===== src/rtl/mult_mem_pkg.sv =====
// Shared constants and scheduler state encoding for the product memory and its clients.
package mult_mem_pkg;

  localparam int unsigned MEM_DEPTH  = 64;
  localparam int unsigned MEM_ADDR_W = 6;
  localparam int unsigned MEM_DATA_W = 32;

  typedef enum logic [1:0] {
    IDLE  = 2'd0,
    BURST = 2'd1,
    DRAIN = 2'd2
  } sched_state_t;

endpackage


===== src/rtl/mult_mem_sched_rr_arb2.sv =====
// Two-requester round-robin arbiter; priority flips only on contended cycles.
module rr_arb2 (
  input  logic       clk,
  input  logic       rst,
  input  logic [1:0] req,
  output logic [1:0] gnt_c
);

  // 1 = requester 0 won the last contended cycle, so requester 1 goes first next time
  logic last_grant;
  logic contend;

  assign contend = req[0] & req[1];

  always_comb begin
    gnt_c = req;
    if (contend) begin
      gnt_c = last_grant ? 2'b10 : 2'b01;
    end
  end

  always_ff @(posedge clk or negedge rst) begin
    if (!rst) begin
      last_grant <= 1'b0;
    end else if (contend) begin
      last_grant <= gnt_c[0];
    end
  end

endmodule


===== src/rtl/mult_mem_sched.sv =====
// Single-port product memory scheduler: arbitrates multiplier writes against a read-burst engine.
module mult_mem_sched
  import mult_mem_pkg::*;
#(
  parameter int unsigned ADDR_W = MEM_ADDR_W,
  parameter int unsigned DATA_W = MEM_DATA_W,
  parameter int unsigned DEPTH  = MEM_DEPTH
) (
  input  logic              clk,
  input  logic              rst,
  input  logic              wr_req,
  input  logic [ADDR_W-1:0] wr_addr,
  input  logic [DATA_W-1:0] wr_data,
  output logic              wr_gnt,
  input  logic              rd_start,
  input  logic [ADDR_W-1:0] rd_base,
  input  logic [ADDR_W:0]   rd_len,
  output logic              rd_busy,
  output logic              rd_valid,
  output logic [DATA_W-1:0] rd_data,
  output logic              rd_done,
  output logic              mem_en,
  output logic              mem_we,
  output logic [ADDR_W-1:0] mem_addr,
  output logic [DATA_W-1:0] mem_wdata,
  input  logic [DATA_W-1:0] mem_rdata
);

  sched_state_t      state, state_nxt;
  logic [ADDR_W-1:0] ptr, ptr_nxt;
  logic [ADDR_W:0]   remain, remain_nxt;
  logic              rd_req, wr_win, rd_win;
  logic              p1_valid, p1_last;
  logic              last_rd;

  assign rd_req  = (state == BURST) && (remain != '0);
  assign last_rd = (remain == (ADDR_W+1)'(1));
  assign rd_busy = (state != IDLE);

  rr_arb2 u_arb (
    .clk   (clk),
    .rst   (rst),
    .req   ({rd_req, wr_req}),
    .gnt_c ({rd_win, wr_win})
  );

  // Memory port; forced quiet while reset is asserted
  always_comb begin
    wr_gnt    = 1'b0;
    mem_en    = 1'b0;
    mem_we    = 1'b0;
    mem_addr  = '0;
    mem_wdata = '0;
    if (rst) begin
      if (wr_win) begin
        wr_gnt    = 1'b1;
        mem_en    = 1'b1;
        mem_we    = 1'b1;
        mem_addr  = wr_addr;
        mem_wdata = wr_data;
      end else if (rd_win) begin
        mem_en   = 1'b1;
        mem_addr = ptr;
      end
    end
  end

  // Burst sequencing; DRAIN holds busy through the cycle that carries rd_done
  always_comb begin
    state_nxt  = state;
    ptr_nxt    = ptr;
    remain_nxt = remain;
    case (state)
      IDLE: begin
        if (rd_start && (rd_len != '0) && (rd_len <= (ADDR_W+1)'(DEPTH))) begin
          ptr_nxt    = rd_base;
          remain_nxt = rd_len;
          state_nxt  = BURST;
        end
      end
      BURST: begin
        if (rd_win) begin
          ptr_nxt    = ptr + ADDR_W'(1);
          remain_nxt = remain - (ADDR_W+1)'(1);
          if (last_rd) begin
            state_nxt = DRAIN;
          end
        end
      end
      DRAIN: begin
        if (rd_done) begin
          state_nxt = IDLE;
        end
      end
      default: state_nxt = IDLE;
    endcase
  end

  always_ff @(posedge clk or negedge rst) begin
    if (!rst) begin
      state  <= IDLE;
      ptr    <= '0;
      remain <= '0;
    end else begin
      state  <= state_nxt;
      ptr    <= ptr_nxt;
      remain <= remain_nxt;
    end
  end

  // Read return: p1_* mirrors the read whose data is on mem_rdata this cycle
  always_ff @(posedge clk or negedge rst) begin
    if (!rst) begin
      p1_valid <= 1'b0;
      p1_last  <= 1'b0;
      rd_valid <= 1'b0;
      rd_done  <= 1'b0;
      rd_data  <= '0;
    end else begin
      p1_valid <= rd_win;
      p1_last  <= rd_win & last_rd;
      rd_valid <= p1_valid;
      rd_done  <= p1_valid & p1_last;
      if (p1_valid) begin
        rd_data <= mem_rdata;
      end
    end
  end

endmodule


===== config.mk =====
export PLATFORM = sky130hd
export DESIGN_NAME = mult_mem_sched
export DESIGN_NICKNAME = d
export VERILOG_FILES = /design/src/rtl/mult_mem_pkg.sv /design/src/rtl/mult_mem_sched_rr_arb2.sv /design/src/rtl/mult_mem_sched.sv
export SDC_FILE = /design/constraint.sdc
export NUM_CORES = 1
export LEC_CHECK = 0
export CORE_MARGIN = 2
export CORE_UTILIZATION = 30
export DETAILED_ROUTE_END_ITERATION = 12
export GPL_TIMING_DRIVEN = 0
export PLACE_DENSITY = 0.64
export SLEW_MARGIN = 40
export SYNTH_ARGS = -nofsm -noshare
export SYNTH_HDL_FRONTEND = slang
export SYNTH_SLANG_ARGS = --single-unit

===== constraint.sdc =====
create_clock -name clk -period 2.7 [get_ports clk]
set_input_delay 0.675 -clock clk [delete_from_list [all_inputs] [get_ports clk]]
set_output_delay 0.675 -clock clk [all_outputs]
set_load 0.005 [all_outputs]

==> After elaboration in Yosys (flattened, before gate mapping) <==
Cells that the tools add are included.
Widths: inputs -> output; s select.
{ "totals": {"register_bits": 52, "input_bits": 87} }
{ "classes": {"magnitude_cmp": 1, "add_sub_neg": 2, "muxes": 23, "eq_ne": 7, "n_bitwise": 3, "n_reduce_logical": 10} }
{ "op_table": {"columns": ["operator", "n"], "rows": [
  ["$mux 32", 2],
  ["$mux 6", 5],
  ["$mux 7", 2],
  ["$pmux 7 s2", 1],
  ["$reduce_bool 7->1", 2],
  ["$mux 2", 6],
  ["$pmux 6 s2", 1],
  ["$eq 7x1->1 const B", 1],
  ["$le 7x7->1 const B", 1],
  ["$sub 7x1->7 const B", 1],
  ["$add 6x1->6 const B", 1],
  ["$ne 2x2->1 const B", 3],
  ["$pmux 2 s3", 1],
  ["$mux 1", 5],
  ["$reduce_and 4->1", 1],
  ["$reduce_bool 2->1", 2],
  ["$and 1x1->1", 3],
  ["$logic_and 1x1->1", 3],
  ["$reduce_and 3->1", 1],
  ["$eq 2x1->1 const B", 1],
  ["$eq 2x2->1 const B", 1],
  ["$logic_not 2->1", 1],
  ["$ne 2x1->1 const B", 1]
]} }

==> Depth between registers and ports, before layout <==
{ "depth": {"ltp_word": 7, "depth_mapped": 8} }

==> Modules after synthesis <==
Synthesis repeated with hierarchy kept, for this count alone.
{ "hier_totals": {"hier_cells": 272, "hier_area_um2": 2806.4} }
{ "modules_own_cells": {"columns": ["mod", "cells_each", "area_per_inst_um2", "instances"], "rows": [
  ["mult_mem_sched", 266, 2750.1, 1],
  ["rr_arb2", 6, 56.3, 1]
]} }

==> Worst setup path before layout <==
Ideal clock, no wire load.
{ "synth_path": {"kind": "reg-to-output", "from": "register remain[0]", "to": "output port mem_wdata[12]", "required_ps": 2025, "path_stages_with_launch": 9, "setup_slack_ps": 308, "arrival_ps": 1717, "n_path_buf": 2, "cell_sequence": "dfrtp_1 -> inv_1 -> ha_1 -> nor4b_2 -> a21oi_1 -> a21oi_1 -> buf_2 -> clkbuf_2 -> and2_1"} }
{ "synth_between": {"elab_chain_len": 6} }
{ "synth_rtl": {"columns": ["item", "line", "text"], "rows": [
  ["from (decl)", "mult_mem_sched.sv:31", "logic [ADDR_W:0] remain, remain_nxt;"],
  ["from (signal assigned)", "mult_mem_sched.sv:107", "remain <= remain_nxt;"],
  ["$reduce_bool 7->1", "mult_mem_sched.sv:36", "assign rd_req = (state == BURST) && (remain != '0);"],
  ["$logic_and 1x1->1", "mult_mem_sched.sv:36", null],
  ["$and 1x1->1", "mult_mem_sched_rr_arb2.sv:13", "assign contend = req[0] & req[1];"],
  ["$mux 2", "mult_mem_sched_rr_arb2.sv:17", "if (contend) begin"],
  ["$mux 32", "mult_mem_sched.sv:55", "if (wr_win) begin"],
  ["$mux 32", "mult_mem_sched.sv:54", "if (rst) begin"],
  ["to (decl)", "mult_mem_sched.sv:25", "output logic [DATA_W-1:0] mem_wdata,"]
]} }
Every way passes these cells.

==> Final worst setup path <==
{ "layout_path": {"from": "register remain[0]", "to": "output port wr_gnt"} }
{ "layout_between": {"elab_chain_len": 6} }
{ "layout_rtl": {"columns": ["item", "line", "text"], "rows": [
  ["$reduce_bool 7->1", "mult_mem_sched.sv:36", null],
  ["$logic_and 1x1->1", "mult_mem_sched.sv:36", null],
  ["$and 1x1->1", "mult_mem_sched_rr_arb2.sv:13", null],
  ["$mux 2", "mult_mem_sched_rr_arb2.sv:17", null],
  ["$mux 1", "mult_mem_sched.sv:55", null],
  ["$mux 1", "mult_mem_sched.sv:54", null],
  ["to (decl)", "mult_mem_sched.sv:14", "output logic wr_gnt,"]
]} }
Every way passes these cells.

==> Flow_metrics.wiki <==
{| class="wikitable"
! Metric !! Value
|-
| Avg WL per Cell || 15.7 um
|-
| Final WS setup || -149 ps
|-
| Final setup fails || 34
|-
| Number of instances in the synthesized netlist || 234
|-
| Hold Worst Slack || 172 ps
|-
| CTS tree || built
|-
| Cell-internal power || 2890 uW
|-
| Highest ir drop seen on vdd || 0.394 mV
|-
| Combined area of all synthesized cells || 2640 sq um
|-
| RSZ-0062 raised after global routing || yes
|-
| GP Congestion || 0.842
|-
| Maximum number of pins on one net before global-route repair || 23
|-
| Clock edge transition at the registers on the reported setup and hold paths || 90 ps
|-
| Layout Area Growth over Synthesis || 85.1%
|-
| Share of cells above drive strength 1 || 34.4%
|-
| Total global routing overflow || 0
|-
| Initial Util || 30.5%
|-
| Count of flip-flops with a built-in enable after synthesis || 0
|-
| Arr. time, crit path || 2170 ps
|-
| Violations in the final reports || negative setup slack
|-
| Sw frac || 34.2%
|-
| Post-detail-place hpwl || 6.17 mm
|-
| Global-route total usage across every layer || 17.5%
|-
| Crit share post-route || 106%
|-
| Launching element type of the critical path || flop
|-
| Number of I/O pins || 163
|-
| Share of flip-flops with an asynchronous set or reset || 100%
|-
| FMAX || 351 MHz
|-
| N_diodes || 0
|-
| CTS hold repair buffers || 0
|-
| Area of all placed cells without fillers || 4880 sq um
|-
| Time the worst path needs with I/O delays and setup || 2850 ps
|-
| Leakage component of the power || 0.00213 uW
|-
| Total negative slack for setup checks || -3070 ps
|-
| Library cell occupying the most area in the post-synthesis netlist || sky130_fd_sc_hd__dfrtp_1
|-
| Via total after detailed routing || 2625
|-
| CTS Buf Count || 5
|-
| Critical path class || reg2out
|-
| Die extent in y || 97.7 um
|-
| Clk sink count || 52
|-
| Peak fanout along the critical path || 4
|-
| Worst clock skew || 10.3 ps
|-
| Tightest Pin Transition || 786 ps
|-
| Cell total after placement || 505
|-
| IO buf count || 162
|-
| Class of the most critical hold timing path || in2async
|-
| Clock latency of the later-clocked register in the worst-skew pair || 300 ps
|-
| DR pass1 iterations || 4
|-
| Max-cap check violation count || 0
|-
| Status || complete, but fails checks
|-
| Post-route insts no fill || 541
|-
| #FFs+latches synth || 52
|-
| Starting DRC count in detailed routing || 129
|-
| Hold violation count in the final report || 0
|-
| Std-Cell Core Area || 8640 sq um
|-
| Top cells by area in the synthesized netlist || sky130_fd_sc_hd__dfrtp_1 (49%), sky130_fd_sc_hd__mux2_2 (14%), sky130_fd_sc_hd__and2_1 (7.8%)
|-
| Yosys warnings || 0
|-
| Die extent in x || 97.7 um
|-
| Mean instance size in the synthesized netlist || 11.3 sq um
|-
| Routed Antenna Nets || 0
|-
| Switching power total || 1500 uW
|-
| # H-tree levels || 2
|-
| Pwr per Cell Area || 900 nW/um^2
|-
| Part of the power in combinational logic || 57.0%
|-
| Launching point of the worst reg2reg path || remain[0]$_DFFE_PN0P_
|-
| Share of synthesized area occupied by flip-flops and latches || 49.4%
|-
| Number of max-slew violations in the final report || 0
|-
| Post-route DRC violation count || 0
|-
| Commonest register cell after synthesis || sky130_fd_sc_hd__dfrtp_1
|-
| Routed vias/inst || 4.85
|-
| Number of antenna violations at the first check in global routing || 0
|-
| Wire length of the first global-routing pass || 13.8 mm
|-
| Post-layout net count || 523
|-
| Portion of synthesized cell area occupied by the leading cell type || 49.4%
|-
| Clock network fraction of total power || 10.0%
|-
| Die Outline Area || 9550 sq um
|-
| Worst max-slew margin expressed relative to the limit || 47.3%
|-
| Proportion of power drawn by flip-flops and latches || 33.0%
|-
| Number of global-route vias before repair || 2710
|-
| Required time at the endpoint of the critical path || 2030 ps
|-
| Syn Nets || 325
|-
| Num rows || 34
|-
| Clk root buf || sky130_fd_sc_hd__clkbuf_8
|-
| Area after DPL || 4410 sq um
|-
| Unique cell type count in the Yosys netlist || 49
|-
| Final routed wirelength across all metal layers || 8.47 mm
|-
| CP Launch Point || remain[0]$_DFFE_PN0P_
|-
| Maximum count of clock buffers along a single path || 2
|-
| Worst setup EP type || output pin
|}
-- cell usage after synthesis (2+ instances only) --
library cell,n
sky130_fd_sc_hd__nand2b_1,2
sky130_fd_sc_hd__o2bb2ai_1,2
sky130_fd_sc_hd__a41oi_1,2
sky130_fd_sc_hd__a22oi_1,10
sky130_fd_sc_hd__nor3_1,3
sky130_fd_sc_hd__clkbuf_1,10
sky130_fd_sc_hd__o21ai_0,6
sky130_fd_sc_hd__nor2_1,8
sky130_fd_sc_hd__o32ai_1,2
sky130_fd_sc_hd__nor2b_1,2
sky130_fd_sc_hd__ha_1,4
sky130_fd_sc_hd__nand4_1,3
sky130_fd_sc_hd__nor4_1,2
sky130_fd_sc_hd__and2_1,33
sky130_fd_sc_hd__a21oi_1,9
sky130_fd_sc_hd__a31oi_1,4
sky130_fd_sc_hd__dfrtp_1,52
sky130_fd_sc_hd__nand3_1,3
sky130_fd_sc_hd__a32o_1,6
sky130_fd_sc_hd__nand2_1,8
sky130_fd_sc_hd__mux2_2,32
sky130_fd_sc_hd__inv_1,4
-- metrics by stage --
| stage | total power, uW | utilization (%) | setup slack (ps) |
|---|---|---|---|
| after floorplan | 2520 | - | 308 |
| after global placement | 3620 | 50.9 | -2640 |
| after detailed placement | 3670 | 51.1 | -965 |
| after CTS | 4380 | 55.7 | -120 |
| after global routing | 4710 | 56.5 | -265 |
| final | 4390 | 56.5 | -149 |
-- flip-flops by register name, indices dropped and copies added (netlist names) --
name              count
ptr                   6
state                 2
p1_valid              1
u_arb.last_grant      1
rd_data              32
p1_last               1
rd_valid              1
remain                7
rd_done               1
-- worst max-delay path, stage by stage, from the launching register on --
cell and delay [ps]:
sky130_fd_sc_hd__dfrtp_1 400, sky130_fd_sc_hd__inv_2 90, sky130_fd_sc_hd__ha_4 140, sky130_fd_sc_hd__nor4b_4 260
sky130_fd_sc_hd__a21oi_2 130, sky130_fd_sc_hd__a21oi_4 190, sky130_fd_sc_hd__buf_4 130, sky130_fd_sc_hd__buf_6 90
sky130_fd_sc_hd__clkbuf_8 110, sky130_fd_sc_hd__buf_6 90, sky130_fd_sc_hd__buf_6 80, sky130_fd_sc_hd__buf_6 80
sky130_fd_sc_hd__buf_6 80
-- power groups by stage --
stage               Sequential, uW  Combinational (uW)  Clock (uW)
floorplan                     1430                1090           0
global placement              1440                2190           0
detailed placement            1450                2220           0
CTS                           1450                2470         459
global route                  1510                2720         483
finish                        1450                2500         438
-- placed cells by master (no fill, tap or decap), drive strengths merged, types with 3 or more instances in the layout --
master,count
a21oi,9
nand3,3
clkdlybuf4s50,119
a32o,6
clkbuf,17
o21ai,6
nand4,3
nor3,3
dfrtp,52
a22oi,10
ha,4
nor2,9
nand2,8
mux2,32
and2,33
a31oi,4
clkinv,3
buf,71
nor4,3
inv,4
-- path summary, 6_finish.rpt --
kind / endpoint / slack (ps) / cells after the start
max in group asynchronous: rd_done$_DFF_PN0_ / 2070 / 2
min reg2reg: rd_valid$_DFF_PN0_ / 370 / 0
min: rd_data[5]$_DFFE_PN0P_ / 170 / 1
max reg2reg: ptr[4]$_DFFE_PN0P_ / 690 / 8
max: wr_gnt / -150 / 12
min in group clk: rd_valid$_DFF_PN0_ / 370 / 0
-- logic make-up (layout without fill, tap and decap cells) --
group / count (synthesis) / count (layout) / synth area share (%)
AOI/OAI and AO/OA: 50 / 50 / 13.8
xor gates and xnor gates: 1 / 1 / 0.332
adders and majority gates: 4 / 4 / 1.90
buffers and inverters: 19 / 218 / 3.23
DFF: 52 / 52 / 49.4
muxes: 33 / 33 / 14.1
and+or+nand+nor: 75 / 75 / 17.3
-- routing by layer --
metal | vias to the layer above | part of all wire (%) | track usage (%)
li1 | 1248 | - | -
met1 | 1281 | 43 | 23.5
met2 | 86 | 51 | 29.2
met3 | 10 | 4.8 | 3.60
met4 | 0 | 1.4 | 4.38
met5 | - | 0 | 0
-- repair_timing --
action	4_1_cts	5_1_grt
setup endpoints to repair	41	41
setup buffers	22	4
endpoints found under the hold margin	0	0
resized for setup	227	18
cloned	4	0
pin swaps	21	9
-- area by class of cell --
cell class	instances	area, sq um
plain buffers	15	124
well taps	108	135
inverters	4	15.0
multi-input cells	163	1340
clock inverters	3	18.8
clock buffers	5	68.8
repair buffers	191	1880
flip-flops and latches	52	1300
fillers	728	3760
No activity file was read; power rests on OpenSTA's default activity.
